## config.mk

```make
export PLATFORM = sky130hd
export DESIGN_NAME = uart_cmd_parser_flat
export DESIGN_NICKNAME = d
export VERILOG_FILES = /design/src/rtl/uart_cmd_pkg.sv /design/src/rtl/uart_cmd_parser_if.sv /design/src/rtl/uart_rx_strobe.sv /design/src/rtl/uart_cmd_parser.sv /design/src/flat_wrapper.sv
export SDC_FILE = /design/constraint.sdc
export NUM_CORES = 1
export LEC_CHECK = 0
export ABC_AREA = 1
export CAP_MARGIN = 30
export CORE_MARGIN = 2
export CORE_UTILIZATION = 51
export DETAILED_ROUTE_END_ITERATION = 10
export PLACE_DENSITY = 0.77
export SYNTH_ARGS = -nofsm -noshare
export SYNTH_HDL_FRONTEND = slang
export SYNTH_SLANG_ARGS = --single-unit
```

## constraint.sdc

```tcl
create_clock -name uart_clock -period 2 [get_ports uart_clock]
set_input_delay 0.2 -clock uart_clock [delete_from_list [all_inputs] [get_ports uart_clock]]
set_output_delay 0.2 -clock uart_clock [all_outputs]
set_load 0.02 [all_outputs]
```

## src/rtl/uart_cmd_pkg.sv

```systemverilog
// ----------------------------------------------------------------------------
// uart_cmd_pkg
// Shared types for the UART command parser: FSM state encoding, error cause
// codes reported on err_code, and the default frame start marker.
// ----------------------------------------------------------------------------
package uart_cmd_pkg;

    typedef enum logic [2:0] {
        IDLE,
        OPCODE,
        LENGTH,
        PAYLOAD,
        CHECK,
        HOLD
    } state_t;

    typedef enum logic [1:0] {
        ERR_TIMEOUT = 2'b00,
        ERR_LEN     = 2'b01,
        ERR_CHK     = 2'b10,
        ERR_OVERRUN = 2'b11
    } err_code_t;

    localparam logic [7:0] SYNC_BYTE_DEFAULT = 8'hA5;

endpackage

```

## src/rtl/uart_cmd_parser_if.sv

```systemverilog
// ----------------------------------------------------------------------------
// uart_cmd_parser_if
// Valid/ready command bus between the parser (master) and the MRAM
// data-collection controller (slave).
//   cmd_valid   : command available
//   cmd_ready   : consumer accepts the command
//   cmd_opcode  : OPCODE of the held frame
//   cmd_len     : LEN of the held frame
//   cmd_payload : payload, byte 0 in bits [7:0], unused bytes zero
// ----------------------------------------------------------------------------
interface uart_cmd_parser_if #(
    parameter int MAX_PAYLOAD = 8
);
    localparam int LEN_W = $clog2(MAX_PAYLOAD + 1);

    logic                     cmd_valid;
    logic                     cmd_ready;
    logic [7:0]               cmd_opcode;
    logic [LEN_W-1:0]         cmd_len;
    logic [MAX_PAYLOAD*8-1:0] cmd_payload;

    modport master (output cmd_valid, cmd_opcode, cmd_len, cmd_payload,
                    input  cmd_ready);
    modport slave  (input  cmd_valid, cmd_opcode, cmd_len, cmd_payload,
                    output cmd_ready);
endinterface

```

## src/rtl/uart_rx_strobe.sv

```systemverilog
// ----------------------------------------------------------------------------
// uart_rx_strobe
// Turns the UART receiver's rx_valid level into a one-cycle strobe on each
// rising edge, so a level held high across bytes is consumed only once.
//   uart_clock, uart_reset : clock, async active-low reset
//   rx_data, rx_valid      : byte and level from the UART receiver
//   strobe                 : high for the single cycle of an rx_valid rise
//   rx_byte                : byte to use in the strobe cycle
// ----------------------------------------------------------------------------
module uart_rx_strobe (
    input  logic       uart_clock,
    input  logic       uart_reset,
    input  logic [7:0] rx_data,
    input  logic       rx_valid,
    output logic       strobe,
    output logic [7:0] rx_byte
);
    logic rx_valid_q;

    always_ff @(posedge uart_clock or negedge uart_reset) begin
        if (!uart_reset) rx_valid_q <= 1'b0;
        else             rx_valid_q <= rx_valid;
    end

    assign strobe  = rx_valid & ~rx_valid_q;
    assign rx_byte = rx_data;
endmodule

```

## src/rtl/uart_cmd_parser.sv

```systemverilog
// ----------------------------------------------------------------------------
// uart_cmd_parser
// Assembles UART bytes into frames SYNC, OPCODE, LEN, payload[LEN], CHK
// (CHK = XOR of OPCODE, LEN and payload) and presents good frames on a
// valid/ready command bus. Bad frames produce a one-cycle error pulse.
//   uart_clock, uart_reset : clock, async active-low reset
//   rx_data, rx_valid      : UART receiver byte and level
//   cmd                    : command bus (master side)
//   err_strobe, err_code   : error pulse and cause (00 timeout, 01 length,
//                            10 checksum, 11 overrun)
//   frame_count            : accepted commands, wraps at 16 bits
// Build option: define UART_CMD_TIMEOUT_EN to abort a frame after
// TIMEOUT_CYCLES without a byte; otherwise the parser waits indefinitely.
//
// state   | meaning
// IDLE    | hunting for SYNC_BYTE, other bytes ignored
// OPCODE  | next byte is the opcode
// LENGTH  | next byte is LEN, checked against MAX_PAYLOAD
// PAYLOAD | collecting LEN payload bytes
// CHECK   | next byte is the checksum
// HOLD    | command presented, waiting for cmd_ready
// ----------------------------------------------------------------------------
module uart_cmd_parser
    import uart_cmd_pkg::*;
#(
    parameter int          MAX_PAYLOAD    = 8,
    parameter logic [7:0]  SYNC_BYTE      = SYNC_BYTE_DEFAULT,
    parameter logic [23:0] TIMEOUT_CYCLES = 24'd500000
) (
    input  logic              uart_clock,
    input  logic              uart_reset,
    input  logic [7:0]        rx_data,
    input  logic              rx_valid,
    uart_cmd_parser_if.master cmd,
    output logic              err_strobe,
    output logic [1:0]        err_code,
    output logic [15:0]       frame_count
);
    localparam int LEN_W = $clog2(MAX_PAYLOAD + 1);

    logic       strobe;
    logic [7:0] rx_byte;

    uart_rx_strobe u_strobe (
        .uart_clock (uart_clock),
        .uart_reset (uart_reset),
        .rx_data    (rx_data),
        .rx_valid   (rx_valid),
        .strobe     (strobe),
        .rx_byte    (rx_byte)
    );

    state_t                   state, state_d;
    logic [7:0]               acc, acc_d;
    logic [7:0]               opcode_buf, opcode_d;
    logic [LEN_W-1:0]         len_buf, len_d;
    logic [LEN_W-1:0]         idx, idx_d;
    logic [MAX_PAYLOAD*8-1:0] payload_buf, payload_d;
    logic [7:0]               cmd_opcode_q;
    logic [LEN_W-1:0]         cmd_len_q;
    logic [MAX_PAYLOAD*8-1:0] cmd_payload_q;
    logic                     commit, handshake, err_d;
    err_code_t                code_d;

`ifdef UART_CMD_TIMEOUT_EN
    logic [23:0] tmo_cnt;
    logic        tmo_active, tmo_hit;

    assign tmo_active = state inside {OPCODE, LENGTH, PAYLOAD, CHECK};
    // A byte arriving in the expiry cycle takes priority over the timeout.
    assign tmo_hit    = tmo_active && !strobe && (tmo_cnt == TIMEOUT_CYCLES - 24'd1);

    always_ff @(posedge uart_clock or negedge uart_reset) begin
        if (!uart_reset)                          tmo_cnt <= '0;
        else if (!tmo_active || strobe || tmo_hit) tmo_cnt <= '0;
        else                                      tmo_cnt <= tmo_cnt + 24'd1;
    end
`else
    logic unused_timeout_cfg;
    assign unused_timeout_cfg = ^TIMEOUT_CYCLES;
`endif

    always_comb begin
        state_d   = state;
        acc_d     = acc;
        opcode_d  = opcode_buf;
        len_d     = len_buf;
        idx_d     = idx;
        payload_d = payload_buf;
        commit    = 1'b0;
        handshake = 1'b0;
        err_d     = 1'b0;
        code_d    = ERR_TIMEOUT;

        case (state)
            IDLE: begin
                if (strobe && rx_byte == SYNC_BYTE) begin
                    payload_d = '0;
                    acc_d     = '0;
                    state_d   = OPCODE;
                end
            end
            OPCODE: begin
                if (strobe) begin
                    opcode_d = rx_byte;
                    acc_d    = rx_byte;
                    state_d  = LENGTH;
                end
            end
            LENGTH: begin
                if (strobe) begin
                    if (rx_byte > 8'(MAX_PAYLOAD)) begin
                        err_d   = 1'b1;
                        code_d  = ERR_LEN;
                        state_d = IDLE;
                    end else if (rx_byte == 8'd0) begin
                        len_d   = '0;
                        state_d = CHECK;
                    end else begin
                        len_d   = rx_byte[LEN_W-1:0];
                        acc_d   = acc ^ rx_byte;
                        idx_d   = '0;
                        state_d = PAYLOAD;
                    end
                end
            end
            PAYLOAD: begin
                if (strobe) begin
                    payload_d[{idx, 3'b000} +: 8] = rx_byte;
                    acc_d = acc ^ rx_byte;
                    idx_d = idx + 1'b1;
                    if (idx == len_buf - 1'b1) state_d = CHECK;
                end
            end
            CHECK: begin
                if (strobe) begin
                    if (rx_byte == acc) begin
                        commit  = 1'b1;
                        state_d = HOLD;
                    end else begin
                        err_d   = 1'b1;
                        code_d  = ERR_CHK;
                        state_d = IDLE;
                    end
                end
            end
            HOLD: begin
                handshake = cmd.cmd_ready;
                if (handshake) begin
                    // A byte coinciding with the handshake is treated as an IDLE byte.
                    if (strobe && rx_byte == SYNC_BYTE) begin
                        payload_d = '0;
                        acc_d     = '0;
                        state_d   = OPCODE;
                    end else begin
                        state_d   = IDLE;
                    end
                end else if (strobe) begin
                    err_d  = 1'b1;
                    code_d = ERR_OVERRUN;
                end
            end
            default: state_d = IDLE;
        endcase

`ifdef UART_CMD_TIMEOUT_EN
        if (tmo_hit) begin
            state_d = IDLE;
            err_d   = 1'b1;
            code_d  = ERR_TIMEOUT;
        end
`endif
    end

    always_ff @(posedge uart_clock or negedge uart_reset) begin
        if (!uart_reset) begin
            state         <= IDLE;
            acc           <= '0;
            opcode_buf    <= '0;
            len_buf       <= '0;
            idx           <= '0;
            payload_buf   <= '0;
            cmd_opcode_q  <= '0;
            cmd_len_q     <= '0;
            cmd_payload_q <= '0;
            err_strobe    <= 1'b0;
            err_code      <= 2'b00;
            frame_count   <= '0;
        end else begin
            state       <= state_d;
            acc         <= acc_d;
            opcode_buf  <= opcode_d;
            len_buf     <= len_d;
            idx         <= idx_d;
            payload_buf <= payload_d;
            err_strobe  <= err_d;
            if (err_d) err_code <= code_d;
            // Outputs only move on a good checksum, so bad frames leave them intact.
            if (commit) begin
                cmd_opcode_q  <= opcode_buf;
                cmd_len_q     <= len_buf;
                cmd_payload_q <= payload_buf;
            end
            if (handshake) frame_count <= frame_count + 16'd1;
        end
    end

    assign cmd.cmd_valid   = (state == HOLD);
    assign cmd.cmd_opcode  = cmd_opcode_q;
    assign cmd.cmd_len     = cmd_len_q;
    assign cmd.cmd_payload = cmd_payload_q;
endmodule

```

## src/flat_wrapper.sv

```systemverilog
// flat-port wrapper written by rule: the top's interface ports become plain ports
module uart_cmd_parser_flat import uart_cmd_pkg::*;
#(
    parameter int          MAX_PAYLOAD    = 8,
    parameter logic [7:0]  SYNC_BYTE      = SYNC_BYTE_DEFAULT,
    parameter logic [23:0] TIMEOUT_CYCLES = 24'd500000
)
  (uart_clock, uart_reset, rx_data, rx_valid, err_strobe, err_code, frame_count, cmd_cmd_valid, cmd_cmd_opcode, cmd_cmd_len, cmd_cmd_payload, cmd_cmd_ready);
  uart_cmd_parser_if #(.MAX_PAYLOAD(MAX_PAYLOAD)) cmd_i ();
  input  logic uart_clock;
  input  logic uart_reset;
  input  logic [7:0] rx_data;
  input  logic rx_valid;
  output logic err_strobe;
  output logic [1:0] err_code;
  output logic [15:0] frame_count;
  output wire logic [$bits(cmd_i.cmd_valid)-1:0] cmd_cmd_valid;
  output wire logic [$bits(cmd_i.cmd_opcode)-1:0] cmd_cmd_opcode;
  output wire logic [$bits(cmd_i.cmd_len)-1:0] cmd_cmd_len;
  output wire logic [$bits(cmd_i.cmd_payload)-1:0] cmd_cmd_payload;
  input wire logic [$bits(cmd_i.cmd_ready)-1:0] cmd_cmd_ready;
  assign cmd_cmd_valid = cmd_i.cmd_valid;
  assign cmd_cmd_opcode = cmd_i.cmd_opcode;
  assign cmd_cmd_len = cmd_i.cmd_len;
  assign cmd_cmd_payload = cmd_i.cmd_payload;
  assign cmd_i.cmd_ready = cmd_cmd_ready;
  uart_cmd_parser #(.MAX_PAYLOAD(MAX_PAYLOAD), .SYNC_BYTE(SYNC_BYTE), .TIMEOUT_CYCLES(TIMEOUT_CYCLES)) u_core (.uart_clock(uart_clock), .uart_reset(uart_reset), .rx_data(rx_data), .rx_valid(rx_valid), .cmd(cmd_i), .err_strobe(err_strobe), .err_code(err_code), .frame_count(frame_count));
endmodule
```

==> impl_results.md, run 1 <==
- GRT overflow: 0
- Clk root buf: clkbuf_16
- Clock transition at path regs: 0.06 ns
- Final period utilization: 90.0%
- Cts bufs inserted: 17
- Vias/cell: 4.98
- CP startpoint: u_core.state[0]
- CP bufs+invs: 2
- Syn Nets: 1136
- Post-synth EDFFs: 0
- Synth Register Bits: approximately 190
- Status: complete, no violations
- Max-cap violation count: 0
- Crit path max fanout: 78
- CTS Sinks: approximately 190
- Core area: 17200 um^2
- Layout cells sized above 1: 11.5%
- Initial Util: 51.8%
- Die area: 18500 um^2
- Reg-to-Reg Start: u_core.state[0]
- Final Hold Fails: 0
- Setup crit end kind: flop
- Post-route antenna net violation count: 0
- Vias: 7659
- Rows: between 40 and 50
- Slowest-stage cell, CP: dfrtp_1
- Final Setup Violations: 0
- Total Routing Usage GR: 24.3%
- Postcts setup bufs: 0
- Post-synthesis cell type count: 36
- Most used cell, CP: nor2_1
- Largest net degree at the start of global routing: a little under 80
- Die Ht: 136 um
- Dpl cell area: 10800 um^2
- Area delta synth->final: 28.4%
- Critical path startpoint category: flop
- Crit Path Class: flop to flop
- Syn Inst Count: 1117
- R2r endpoint: u_core.cmd.cmd_payload[52]
- Post-route non-filler standard cell count: 1538
- Hold slack final: 0.312 ns
- CP cell instances: nor2_1 -> nand2_1 -> nor2_1 -> nand3_4 -> buf_12 -> o21ai_0 -> inv_1
- Die Width: 136 um
- Net count, final: roughly 1300
- Primary FF master, synth: dfrtp_1
- # H-tree levels: 4
- Worst slew pin tran: around 0.55 ns
- Commonest cells after routing, fill and taps aside: nand2_1, inv_1, dfrtp_1
- Worst hold path class: input port to async pin
- Vias in the first global route: between 7000 and 8000
- Syn. warnings: 0
- WP data required: 2.32 ns
- Clk_skew: approximately 0.0083 ns
- Fin crit period: 1.80 ns
- HPWL after DPL: ~15000 um
- Commonest non-fill, non-tap cell in the layout: nand2_1
- CP peak stage delay: 0.43 ns
- Placed insts: 1505
- Antenna Cells: 0
- Slew Viols, Final: 0
- Overall Power: between 0.01 and 0.015 W
- Worst-Skew Late Latency: 0.44 ns
- Initial antenna violation count: 0
- Crit path DAT: approximately 2.1 ns
- Number of port buffers: 107
- Syn avg cell area: 7.97 um^2
- TritonCTS clock tree: done
- Worst path top cell family by delay: simple AND/OR/NAND/NOR gates
- IO Count: about 110
- Pwr Density: between 900 and 1000 nW/um^2
- Final WL: 21300 um
- Unrepaired setup endpoints after global routing: no
- Final Cell Area: ~11000 um^2
- Worst slew margin: 63.6%
- Detailed-route wire length per cell: about 14 um
- Post-route DRC: 0
- Mapped Area: 8900 um^2
- Sequential area share after synthesis: 52.6%
- First-pass GRT wire length: 35100 um
- GPL Wtd Cong: roughly 0.96
- Setup TNS: 0 ns
- Drt first pass iters: 5
- Initial drt markers: approximately 620
- Max Freq: 555 MHz
- FF-to-FF setup slack: 0.20 ns
- Worst-case clock buffer depth: 2
- Share of flip-flops with an asynchronous set or reset: 100%
- Peak supply drop: 756 uV
- R2R cell count: 7
- Static leakage: 5.68 nW
==> sequential cells by signal, summed over array words and instances, names as in the netlist <==
signal and count:
u_core.cmd.cmd_payload 64, u_core.payload_buf 64, u_core.frame_count 16, u_core.acc 8, u_core.cmd.cmd_opcode 8, u_core.opcode_buf 8, u_core.cmd.cmd_len 4, u_core.idx 4
u_core.len_buf 4, u_core.state 3, u_core.err_code 2, u_core.err_strobe 1, u_core.u_strobe.rx_valid_q 1
==> per-layer routing <==
metal | track usage [%] | up-vias | share of wire [%]
met4 | 10.2 | 0 | 2.9
met5 | 0 | - | 0
met3 | 4.40 | 50 | 6.2
met2 | 40.0 | 262 | 48
met1 | 31.9 | 3549 | 43
li1 | - | 3798 | -
==> metrics by stage <==
| stage | worst slack, ns | util (%) |
|---|---|---|
| after global routing | 0.0185 | 66.5 |
| after floorplan | 0.133 | - |
| after CTS | 0.132 | 66.4 |
| final | 0.199 | 66.5 |
| after global placement | -0.103 | 62.9 |
| after detailed placement | -0.201 | 62.9 |
==> Yosys cell counts (2+ instances only) <==
cell type	instances	share of area [%]
xnor2_1	3	0.30
buf_4	2	0.17
nand4_1	7	0.49
o21ai_2	9	0.89
inv_1	212	8.9
o22ai_1	8	0.56
nand3b_1	2	0.17
inv_2	2	0.084
o21ai_1	11	0.62
nor2_4	3	0.38
clkbuf_1	11	0.46
o21ai_0	120	6.8
a21oi_1	2	0.11
nand2_4	3	0.38
nor3_2	2	0.23
buf_2	8	0.45
buf_6	10	1.3
nor2_1	48	2.0
nand2_1	352	15
nor3_1	18	1.0
nand3_1	61	3.4
ha_1	7	0.98
nor2_2	4	0.28
dfrtp_1	187	53
xor2_1	14	1.4
==> worst max path at each step <==
| stage | to | cells after the start | slack, ns |
|---|---|---|---|
| after floorplan | u_core.payload_buf[10] | 9 | 0.13 |
| after global placement | u_core.payload_buf[13] | 11 | -0.10 |
| after detailed placement | u_core.payload_buf[13] | 11 | -0.20 |
| after CTS | u_core.payload_buf[13] | 9 | 0.13 |
| after global routing | u_core.payload_buf[57] | 9 | 0.02 |
| final | u_core.cmd.cmd_payload[52] | 7 | 0.20 |
==> logic make-up after synthesis <==
logic type      synth area share (%)
simple gates                    23.4
buf+inv                         11.5
flops                           52.6
compound gates                  9.86
xor+xnor                        1.67
fa+ha+maj                      0.984
==> cell type report <==
class / count / area [um^2]
clock buffers: 23 / 478
well taps: 225 / 282
repair buffers: 196 / 1840
clock inverters: 9 / 113
fillers: 1426 / 5750
flip-flops and latches: 187 / 4680
multi-input cells: 683 / 3220
inverters: 215 / 807
==> power breakdown <==
group          total, W  switching, W  internal, W  leakage, nW
Clock           0.00338       0.00143      0.00195        0.288
Combinational   0.00349       0.00217      0.00132         3.24
Sequential      0.00448      0.000303      0.00418         2.15
Total            0.0114       0.00391      0.00744         5.68
==> what timing repair did <==
| action | CTS | global route |
|---|---|---|
| hold buffers | 1 | 0 |
| setup endpoints to repair | 1 | 18 |
| resized for setup | 1 | 5 |
| endpoints found under the hold margin | 48 | 0 |
| pin swaps | 0 | 0 |
(Power assumes the default switching activity.)
==> run 2, diff against run 1 <==
--- a/config.mk
+++ b/config.mk
@@ -12,4 +12,5 @@
 export DETAILED_ROUTE_END_ITERATION = 10
 export PLACE_DENSITY = 0.77
+export REMOVE_ABC_BUFFERS = 1
 export SYNTH_ARGS = -nofsm -noshare
 export SYNTH_HDL_FRONTEND = slang
==> constraint.sdc (replaced) <==
create_clock -name uart_clock -period 2 [get_ports uart_clock]
set_input_delay 0.2 -clock uart_clock [delete_from_list [all_inputs] [get_ports uart_clock]]
set_output_delay 0.2 -clock uart_clock [all_outputs]
set_load 0.01 [all_outputs]
==> impl_results.md, run 2 (synthesized netlist as in run 1, its figures left out) <==
- IO Count: ~110
- Max Freq: 537 MHz
- Clock transition at path regs: 0.07 ns
- Reg-to-Reg Start: u_core.state[2]
- CP cell instances: clkdlybuf4s50_1 -> nand2_1 -> inv_1 -> nand2_1 -> nor2_1 -> nand3_1 -> a21oi_4 -> buf_12 -> nand2_1 -> nand2_1 -> o21ai_0
- Static leakage: 5.62 nW
- Crit path DAT: around 2.2 ns
- Max-cap violation count: 0
- Drt first pass iters: 6
- Vias in the first global route: approximately 7300
- Critical Path Stages: 11
- Rows: 48
- Area delta synth->final: 27.3%
- Unrepaired setup endpoints after global routing: no
- Worst slew pin tran: between 0.5 and 0.6 ns
- Worst-case clock buffer depth: 2
- TritonCTS clock tree: done
- Worst path top cell family by delay: buffers and inverters
- Worst hold path class: input port to async pin
- Initial Util: around half
- Critical path startpoint category: input port
- CP bufs+invs: 3
- Clk root buf: clkbuf_16
- Post-route DRC: 0
- Net count, final: 1313
- Layout cells sized above 1: 11.3%
- Final Setup Violations: 0
- GRT overflow: 0
- WP data required: 2.31 ns
- HPWL after DPL: between 10000 and 15000 um
- Slowest-stage cell, CP: clkdlybuf4s50_1
- CP startpoint: rx_data[7]
- Final WL: 20400 um
- Crit path max fanout: 8
- Vias/cell: 4.92
- GPL Wtd Cong: 0.896
- Most used cell, CP: nand2_1
- Vias: 7536
- Number of port buffers: ~110
- R2R cell count: 8
- Setup TNS: 0 ns
- Post-route antenna net violation count: 0
- Pwr Density: 965 nW/um^2
- Dpl cell area: 10700 um^2
- Final period utilization: 93.2%
- CTS Sinks: roughly 190
- Antenna Cells: 0
- # H-tree levels: 4
- Initial drt markers: 461
- Commonest cells after routing, fill and taps aside: nand2_1, inv_1, dfrtp_1
- Clk_skew: 0.00931 ns
- Slew Viols, Final: 0
- Postcts setup bufs: 0
- Die Width: 136 um
- Status: complete, no violations
- First-pass GRT wire length: 34800 um
- Peak supply drop: 821 uV
- Setup crit end kind: flop
- Crit Path Class: input port to flop
- Fin crit period: 1.86 ns
- Largest net degree at the start of global routing: 90
- Die Ht: 136 um
- FF-to-FF setup slack: about 0.15 ns
- Die area: 18500 um^2
- Cts bufs inserted: 17
- Worst slew margin: 61.8%
- CP peak stage delay: 0.65 ns
- Detailed-route wire length per cell: 13.3 um
- Initial antenna violation count: 0
- Worst-Skew Late Latency: 0.44 ns
- Total Routing Usage GR: 23.5%
- Core area: 17200 um^2
- Final Hold Fails: 0
- R2r endpoint: u_core.payload_buf[55]
- Final Cell Area: about 11000 um^2
- Commonest non-fill, non-tap cell in the layout: nand2_1
run 2: power by group:
group	switching [W]	internal, W	total [W]
Sequential	0.000303	0.00418	0.00448
Clock	0.00148	0.00167	0.00315
Combinational	0.00205	0.00124	0.00329
run 2: worst max-delay path by stage:
stage,endpoint,slack (ns)
after floorplan,u_core.cmd.cmd_len[0],-0.84
after global placement,u_core.payload_buf[14],-0.26
after detailed placement,u_core.payload_buf[62],-0.25
after CTS,u_core.payload_buf[15],0.03
after global routing,u_core.frame_count[12],0.001
final,u_core.payload_buf[63],0.14
run 2: worst reg2reg max path, cell delays in order, from the launching register on:
cell	delay, ns
dfrtp_1	0.47
nor2_1	0.11
inv_2	0.21
o22ai_2	0.13
buf_4	0.16
nor3_2	0.18
buf_12	0.22
nand2_1	0.07
o21ai_0	0.21
run 2: cell type report:
class / instances / area [um^2]
Clock buffer: 20 / 457
Timing Repair Buffer: 190 / 1780
Clock inverter: 12 / 88.8
Tap cell: 225 / 282
Fill cell: 1454 / 5850
Inverter: 215 / 807
Sequential cell: 187 / 4680
Multi-Input combinational cell: 683 / 3230
run 2: through the flow:
| step | hold slack, ns | cells | setup slack, ns | power, W | util (%) |
|---|---|---|---|---|---|
| after floorplan | -0.0956 | 1085 | -0.843 | 0.00628 | - |
| after global placement | 0.215 | 1499 | -0.257 | 0.00768 | 62.6 |
| after detailed placement | 0.214 | 1499 | -0.249 | 0.00774 | 62.6 |
| after CTS | 0.346 | 1532 | 0.0327 | 0.0109 | 65.8 |
| after global routing | 0.371 | 1532 | 0.000983 | 0.0115 | 65.9 |
| final | 0.312 | 1532 | 0.136 | 0.0109 | 65.9 |
run 2: timing repair:
item,in CTS,in global routing
setup endpoints to repair,1,27
gates resized for setup,1,5
hold buffers,1,0
endpoints found under the hold margin,57,0
run 2: metal layers:
metal | up-vias | wire [um] | track usage (%)
li1 | 3782 | - | -
met1 | 3533 | 9240 | 31.7
met2 | 192 | 9810 | 38.5
met3 | 29 | 1010 | 4.47
met4 | 0 | 384 | 7.75
met5 | - | 0 | 0
